$ cat src/rtl/alu_serial.sv
// Bit-serial ALU: add/sub/and/or on WIDTH-bit operands, one result bit per clock,
// LSB first, with a valid/ready handshake on both the operand and result sides.
module alu_serial #(
  parameter int WIDTH = 8
) (
  input  logic             clk,
  input  logic             rst,
  input  logic             in_valid,
  output logic             in_ready,
  input  logic [WIDTH-1:0] a,
  input  logic [WIDTH-1:0] b,
  input  logic [1:0]       op,
  output logic             out_valid,
  input  logic             out_ready,
  output logic [WIDTH-1:0] y,
  output logic             cout,
  output logic             zero
);

  typedef enum logic [1:0] {IDLE, RUN, DONE} state_t;

  localparam int IDX_W = (WIDTH > 2) ? $clog2(WIDTH) : 1;
  localparam logic [IDX_W-1:0] LAST_IDX = IDX_W'(WIDTH - 1);

  localparam logic [1:0] OP_ADD = 2'b00;
  localparam logic [1:0] OP_SUB = 2'b01;

  state_t            state_q, state_d;
  logic [IDX_W-1:0]  idx_q, idx_d;
  logic              carry_q, carry_d;
  logic [WIDTH-1:0]  a_q, a_d;
  logic [WIDTH-1:0]  b_q, b_d;
  logic [1:0]        op_q, op_d;
  logic [WIDTH-1:0]  y_q, y_d;
  logic              cout_q, cout_d;
  logic              zero_q, zero_d;

  logic [1:0]        slice;
  logic [WIDTH-1:0]  y_shift;

  // One-bit ALU slice: returns {carry_out, result_bit}. Subtraction adds ~b with
  // the carry preloaded to 1, so the final carry is the "no borrow" flag.
  function automatic logic [1:0] bit_slice(input logic ai, input logic bi,
                                           input logic ci, input logic [1:0] opi);
    logic bb;
    logic s;
    logic co;
    bb = opi[0] ? ~bi : bi;
    s  = ai ^ bb ^ ci;
    co = (ai & bb) | (ai & ci) | (bb & ci);
    case (opi)
      2'b10:   bit_slice = {1'b0, ai & bi};
      2'b11:   bit_slice = {1'b0, ai | bi};
      default: bit_slice = {co, s};
    endcase
  endfunction

  // Next-state and datapath: capture in IDLE, shift one bit per cycle in RUN, hold in DONE.
  always_comb begin
    state_d = state_q;
    idx_d   = idx_q;
    carry_d = carry_q;
    a_d     = a_q;
    b_d     = b_q;
    op_d    = op_q;
    y_d     = y_q;
    cout_d  = cout_q;
    zero_d  = zero_q;
    slice   = bit_slice(a_q[0], b_q[0], carry_q, op_q);
    y_shift = {slice[0], y_q[WIDTH-1:1]};
    case (state_q)
      IDLE: begin
        if (in_valid) begin
          a_d     = a;
          b_d     = b;
          op_d    = op;
          idx_d   = '0;
          carry_d = (op == OP_SUB);
          state_d = RUN;
        end
      end
      RUN: begin
        a_d     = a_q >> 1;
        b_d     = b_q >> 1;
        y_d     = y_shift;
        carry_d = slice[1];
        idx_d   = idx_q + 1'b1;
        if (idx_q == LAST_IDX) begin
          cout_d  = (op_q == OP_ADD || op_q == OP_SUB) ? slice[1] : 1'b0;
          zero_d  = (y_shift == '0);
          state_d = DONE;
        end
      end
      DONE: begin
        if (out_ready) begin
          state_d = IDLE;
        end
      end
      default: state_d = IDLE;
    endcase
  end

  // Control and result registers; reset clears them so nothing stale is visible.
  always_ff @(posedge clk) begin
    if (rst) begin
      state_q <= IDLE;
      idx_q   <= '0;
      carry_q <= 1'b0;
      y_q     <= '0;
      cout_q  <= 1'b0;
      zero_q  <= 1'b0;
    end else begin
      state_q <= state_d;
      idx_q   <= idx_d;
      carry_q <= carry_d;
      y_q     <= y_d;
      cout_q  <= cout_d;
      zero_q  <= zero_d;
    end
  end

  // Operand shift registers; their contents only matter after a capture.
  always_ff @(posedge clk) begin
    a_q  <= a_d;
    b_q  <= b_d;
    op_q <= op_d;
  end

  // Handshake and result outputs decoded straight from registered state.
  always_comb begin
    in_ready  = (state_q == IDLE);
    out_valid = (state_q == DONE);
    y         = y_q;
    cout      = cout_q;
    zero      = zero_q;
  end

endmodule

$ cat config.mk
export PLATFORM = sky130hd
export DESIGN_NAME = alu_serial
export DESIGN_NICKNAME = d
export VERILOG_FILES = /design/src/rtl/alu_serial.sv
export SDC_FILE = /design/constraint.sdc
export NUM_CORES = 1
export LEC_CHECK = 0
export ABC_CLOCK_PERIOD_IN_PS = 3800
export BUFFER_PORTS_ARGS = -buffer_cell sky130_fd_sc_hd__buf_2
export CORE_UTILIZATION = 35
export CTS_BUF_LIST = sky130_fd_sc_hd__clkbuf_2 sky130_fd_sc_hd__clkbuf_4 sky130_fd_sc_hd__clkbuf_8
export CTS_CLUSTER_DIAMETER = 80
export DETAILED_ROUTE_END_ITERATION = 8
export GPL_TIMING_DRIVEN = 0
export SYNTH_ARGS = -nofsm -noshare
export SYNTH_HDL_FRONTEND = slang
export SYNTH_SLANG_ARGS = --single-unit
export TNS_END_PERCENT = 1
$ cat constraint.sdc
create_clock -name clk -period 3.8 [get_ports clk]
set_input_delay 0.76 -clock clk [delete_from_list [all_inputs] [get_ports clk]]
set_output_delay 0.76 -clock clk [all_outputs]
set_load 0.1 [all_outputs]
Word level (Yosys, flattened, before mapping)

Cells that the tools add are included.

Bits of input ports: 22
Register bits: 34
Word-level logic and storage cells: 54
Output and inout bits: 12

Bitwise gates (word level): 10
Equal/unequal tests: 10
Mux-type cells: 15
Reductions and logical operators: 9
Add/subtract/negate cells: 1

Operator list:

| kind                | count |
|---|---|
| $pmux 8 s2          | 2 |
| $mux 8              | 2 |
| $logic_not 8->1     | 1 |
| $eq 2x1->1 const B  | 3 |
| $eq 2x2->1 const B  | 3 |
| $mux 2              | 3 |
| $pmux 2 s3          | 1 |
| $pmux 3 s2          | 1 |
| $reduce_and 2->1    | 3 |
| $and 1x1->1         | 4 |
| $logic_not 2->1     | 2 |
| $ne 2x2->1 const B  | 2 |
| $pmux 2 s2          | 1 |
| $add 3x1->3 const B | 1 |
| $eq 3x3->1 const B  | 1 |
| $mux 1              | 3 |
| $mux 3              | 1 |
| $or 1x1->1          | 3 |
| $reduce_and 3->1    | 1 |
| $ne 2x1->1 const B  | 1 |
| $pmux 1 s2          | 1 |
| $reduce_bool 2->1   | 1 |
| $xor 1x1->1         | 2 |
| $logic_or 1x1->1    | 1 |
| $not 1->1           | 1 |

Longest topological paths before layout

Gate-level depths: netlist (run 1).

Depth in word-level cells: 7
Depth in mapped cells: 6
Gate-level depth less buffers: 5

Worst setup path after synthesis (run 1)

No wires, ideal clock.

Path kind: register -> output
Start point: register state_q[0]
End point: output out_valid
Arrival time: 1.797 ns
Data required time: 3.040 ns
Setup slack: 1.243 ns
Cell stages (with the launch flop): 3
Buffers on the path: 1
Cell sequence: dfxtp_1 -> buf_4 -> nor2b_1

Longest elaborated chain between the ends: 1

Ends and longest elaborated chain:

| element                | line | RTL |
|---|---|---|
| from (decl)            | 28   | `state_t state_q, state_d;` |
| from (signal assigned) | 113  | `state_q <= state_d;` |
| $eq 2x2->1             | 132  | `out_valid = (state_q == DONE);` |
| to (decl)              | 13   | `output logic out_valid,` |

Every way passes these cells.

Final worst setup path (run 1)

Start point: register state_q[1]
End point: output out_valid

The elaborated chain is that of the path after synthesis.

==> results_dict.tcl, run 1 <==
set metrics [dict create \
    antenna_cells 0 \
    ant_nets 0 \
    antenna_found_initial 0 \
    netlist_area_um2 1440 \
    met2_usage 0.242 \
    fin_area_um2 1750 \
    holdBufCountCts 0 \
    status "finished, final reports clean" \
    clockRootBuffer "clkbuf_8" \
    leakagePower_nw 0.785 \
    crit_required_ns 3.04 \
    internal-power_mw 0.570 \
    grt_usage 0.150 \
    fin_ws_ns 1.69 \
    grt_most_used_layer "met2" \
    dp_slack_ns 1.80 \
    drive_gt1_frac 0.251 \
    port_buffers 33 \
    p_total_mw 0.762 \
    drtIter0Drc 38 \
    clock-sinks 34 \
    cts_setup_buffers 0 \
    start_util 0.379 \
    cp-end-kind "output port" \
    criticalPathCategory "reg2out" \
    die_h_um 66.2 \
    relSlewSlack 0.591 \
    p_clk_frac 0.318 \
    wirelength_mm 2.88 \
    finalNonFillerCells 235 \
    min_period_ns 2.11 \
    pwr-share-comb 0.123 \
    critPathSlowestCell "buf_2" \
    min_path_cells 2 \
    max_freq_ghz 0.474 \
    grt_pass1_vias 1090 \
    fin_crit_sh 0.556 \
    fin_skew_ns 0.00478 \
    gr-usage-met3 0.0586 \
    worstMarginPinSlew_ns 0.613 \
    hold_class "reg2reg" \
    grt_overflow_total 0 \
    drv_cap 0 \
    drc 0 \
    die_area_um2 4380 \
    core-area_um2 3800 \
    synth-seq-area-share 0.597 \
    final_common_cell "nand2_1" \
    clock_latency_ns 0.28 \
    rows 22 \
    grt_pass1_wl_mm 4.86 \
    placed_area_um2 1670 \
    wl_per_cell_um 12.3 \
    pwr_density_cell_nw_per_um2 436 \
    dr.pass1.iters 4 \
    met1_usage 0.184 \
    dpl.cell_count 227 \
    fp.dieW_um 66.2 \
    grt_start_max_net_pins 17 \
    grt_setup_unrepaired "no" \
    viasPerCell 4.71 \
    final_cell_mix "nand2_1, buf_2, edfxtp_1" \
    ctsResizeCount 0 \
    dp_hpwl_mm 2.08 \
    crit_arrival_ns 1.35 \
    fin_hold_ws_ns 0.457 \
    clk_path_buf_depth 2 \
    layout.nets 211 \
    postLayoutCoreUtil 0.460 \
    vias 1108 \
    r2r_cells 3 \
    crit_chain "nor2b_1 > buf_2" \
    finalSetupViolCount 0 \
    yosys.area.top_type "edfxtp_1" \
    synth.distinct_cells 29 \
    crit_path_start_kind "flip-flop" \
    hold_viol 0 \
    ioPinCount 34 \
    synth_nets 171 \
    synth_top_area_frac 0.375 \
    synth_area_leaders "edfxtp_1, dfxtp_1, nand2_1, a21oi_1, ha_1" \
    synth_cells 146 \
    cp_slowest_stage_delay_ns 0.45 \
    power.net_switching_mw 0.192 \
    gp_congestion 0.738 \
    crit_fanout 8 \
    clk_pin_slew_ns 0.06 \
    ir_drop_mv 0.183 \
    p_seq_frac 0.559 \
    synth_seq_cells 34 \
    syn_area_per_cell_um2 9.87 \
    cts_tree "yes" \
    maxSlewViolCount 0 \
    syn_to_final_growth_pct 21.2 \
    h-tree-depth 2 \
    fin_tns_setup_ns 0 \
    cts_buffers 5 \
    ys.warnings.count 0 \
    switching_share 0.252 \
]
==> power by group through the flow <==
| stage | sequential [mW] | clock [mW] | combinational [mW] |
|---|---|---|---|
| 2_1_floorplan | 0.443 | 0 | 0.0556 |
| 3_3_place_gp | 0.432 | 0 | 0.0912 |
| 3_5_place_dp | 0.434 | 0 | 0.0950 |
| 4_1_cts | 0.426 | 0.250 | 0.0954 |
| 5_1_grt | 0.428 | 0.268 | 0.105 |
| 6_report | 0.426 | 0.242 | 0.0940 |
==> cell usage after synthesis <==
cell type and n:
and2_1 2, fa_1 1, nand3b_1 2, buf_4 3, buf_2 3, a22oi_1 2
nor2b_1 2, nand4_1 1, nand2b_1 2, clkbuf_1 1, a32oi_1 1, a2bb2oi_1 1
xor2_1 1, nor3b_1 1, or4_1 1, nand2_1 57, edfxtp_1 18, o21bai_1 1
inv_1 4, ha_1 2, a21oi_1 12, a32o_2 1, o21ai_0 2, dfxtp_1 16
nor3_1 1, nor2_1 4, nor3_2 1, mux2i_1 2, or4_4 1
==> per-layer routing <==
layer | up-vias | wire (um) | share of wire
li1 | 568 | - | -
met1 | 517 | 1310 | 0.45
met2 | 21 | 1430 | 0.49
met3 | 2 | 126 | 0.044
met4 | 0 | 18 | 0.0062
met5 | - | 0 | 0
==> critical path, delay by kind of cell (launching register included) <==
family	cells	cell delay, ns
flops	1	0.43
simple gates	1	0.20
buf+inv	1	0.45
==> final timing paths <==
kind | startpoint | slack, ns | end
max | state_q[1] | 1.69 | out_valid
min | cout | 0.46 | cout
max reg2reg | state_q[0] | 2.27 | b_q[1]
min reg2reg | cout | 0.46 | cout
==> cell type report <==
cell class / instances / area (um2)
fillers: 365 / 2050
well taps: 48 / 60.1
inverters: 4 / 15.0
flip-flops and latches: 34 / 861
clock buffers: 5 / 68.8
clock inverters: 3 / 11.3
multi-input cells: 101 / 524
plain buffers: 7 / 41.3
repair buffers: 33 / 165
==> cell families after synthesis <==
logic type / synth area share
AND/OR/NAND/NOR: 0.228
flip-flops: 0.597
AO/OA/AOI/OAI: 0.0842
buffers and inverters: 0.0391
adder cells (fa/ha/maj): 0.0312
multiplexers: 0.0139
XOR/XNOR: 0.00608
==> sequential cells by signal (all words and copies together), names as in the netlist <==
| name | cells |
|---|---|
| state_q | 2 |
| a_q | 8 |
| y | 8 |
| cout | 1 |
| op_q | 2 |
| zero | 1 |
| carry_q | 1 |
| b_q | 8 |
| idx_q | 3 |
No activity file was read; power rests on OpenSTA's default activity.
==> inputs of run 2 (changes only) <==
ABC_CLOCK_PERIOD_IN_PS = 1890   (was 3800)
clock period = 1.89 ns   (was 3.8 ns; I/O delays follow)
==> run 2 against run 1 <==
Effect of this change: count of clock-buffer cells in the layout grew 3; clock power grew 130%; utilization grew 0.36 points; first-iteration DRC count grew 63%; worst setup slack lost 1.5 ns; highest routed layer unchanged; critical path depth is the same; die area is the same.
==> results_dict.tcl, run 2 (synthesized netlist as in run 1, its figures left out) <==
set metrics [dict create \
    pwr_density_cell_nw_per_um2 903 \
    vias 1117 \
    grt_setup_unrepaired "no" \
    clockRootBuffer "clkbuf_8" \
    status "finished, final reports clean" \
    cp-end-kind "output port" \
    antenna_cells 0 \
    hold_viol 0 \
    grt_start_max_net_pins 17 \
    rrSetupSlack_ns 0.32 \
    r2r-start "state_q[0]" \
    finalNonFillerCells 235 \
    core-area_um2 3800 \
    layout.nets 211 \
    clk_path_buf_depth 2 \
    ir_drop_mv 0.442 \
    hold_end "op_q[1]" \
    ctsResizeCount 0 \
    drive_gt1_frac 0.273 \
    start_util 0.379 \
    port_buffers 33 \
    die_area_um2 4380 \
    clk_pin_slew_ns 0.07 \
    fin_skew_ns 0.00455 \
    drv_cap 0 \
    clock_latency_ns 0.28 \
    relSlewSlack 0.595 \
    ant_nets 0 \
    maxSlewViolCount 0 \
    clock-sinks 34 \
    fin_ws_ns 0.185 \
    dp_slack_ns 0.287 \
    grt_overflow_total 0 \
    antenna_found_initial 0 \
    fin_crit_sh 0.902 \
    holdBufCountCts 0 \
    worstMarginPinSlew_ns 0.607 \
    leakagePower_nw 0.794 \
    dp_hpwl_mm 2.06 \
    rr_endpoint "b_q[5]" \
    gp_congestion 0.721 \
    finalSetupViolCount 0 \
    min_period_ns 1.70 \
    max_freq_ghz 0.587 \
    crit_required_ns 1.51 \
    fp.dieW_um 66.2 \
    dpl.cell_count 227 \
    startpoint "state_q[1]" \
    cts_setup_buffers 0 \
    drtIter0Drc 62 \
    die_h_um 66.2 \
    rows 22 \
    hold_class "in2reg" \
    drc 0 \
    criticalPathCategory "reg2out" \
    viasPerCell 4.75 \
    final_cell_mix "nand2_1, buf_2, edfxtp_1" \
    n_fill_cell 369 \
    dr.pass1.iters 4 \
    r2r_cells 3 \
    h-tree-depth 2 \
    grt_pass1_vias 1095 \
    syn_to_final_growth_pct 22.1 \
    crit_path_start_kind "flip-flop" \
    cts_tree "yes" \
    crit_arrival_ns 1.33 \
    min_path_cells 1 \
    final_common_cell "nand2_1" \
    wl_per_cell_um 12.0 \
    hold_start "op[1]" \
    crit_fanout 8 \
    wirelength_mm 2.83 \
    ioPinCount 34 \
    grt_pass1_wl_mm 4.71 \
    cts_buffers 5 \
    grt_usage 0.149 \
]
## run 2: changes by cell type in the layout (fill, tap and decap cells not counted), sizes merged
cell / change
clkinv: -3
clkbuf: +3
## run 2: final cells by class
type,count,area [um2],area share
Clock buffer,8,91.3,0.0519
Tap cell,48,60.1,0.0341
Inverter,4,15.0,0.00853
Buffer,7,41.3,0.0235
Multi-Input combinational cell,101,527,0.299
Sequential cell,34,861,0.489
Timing Repair Buffer,33,165,0.0938
## run 2: critical path: stages (launching register included)
cell,delay [ns]
dfxtp_1,0.43
nor2b_2,0.19
buf_2,0.43
## run 2: where the power goes
| part | switching (mW) | internal [mW] | total, mW |
|---|---|---|---|
| Combinational | 0.123 | 0.0652 | 0.188 |
| Clock | 0.241 | 0.304 | 0.546 |
| Sequential | 0.0199 | 0.836 | 0.856 |
## run 2: layer usage
layer  vias up  GRT usage  wire length, um
li1        569          -                -
met1       523      0.159             1200
met2        20      0.259             1470
met3         5     0.0534              105
met4         0     0.0665               51
met5         -          0                0
## run 2: how the worst max path moves through the flow
stage,endpoint,slack [ns],cells past startpoint
2_1_floorplan,in_ready,-0.17,2
3_3_place_gp,a_q[7],0.30,3
3_5_place_dp,b_q[7],0.29,3
4_1_cts,out_valid,0.18,2
5_1_grt,out_valid,0.1,2
6_report,out_valid,0.19,2
## run 2: metrics by stage
| step | util | setup TNS [ns] | instance area [um2] | power (mW) | hold slack (ns) |
|---|---|---|---|---|---|
| after floorplan | - | -0.171 | 1440 | 1.00 | 0.447 |
| after global placement | 0.439 | 0 | 1670 | 1.05 | 0.445 |
| after detailed placement | 0.439 | 0 | 1670 | 1.06 | 0.451 |
| after CTS | 0.463 | 0 | 1760 | 1.61 | 0.280 |
| after global routing | 0.463 | 0 | 1760 | 1.67 | 0.274 |
| final | 0.463 | 0 | 1760 | 1.59 | 0.290 |
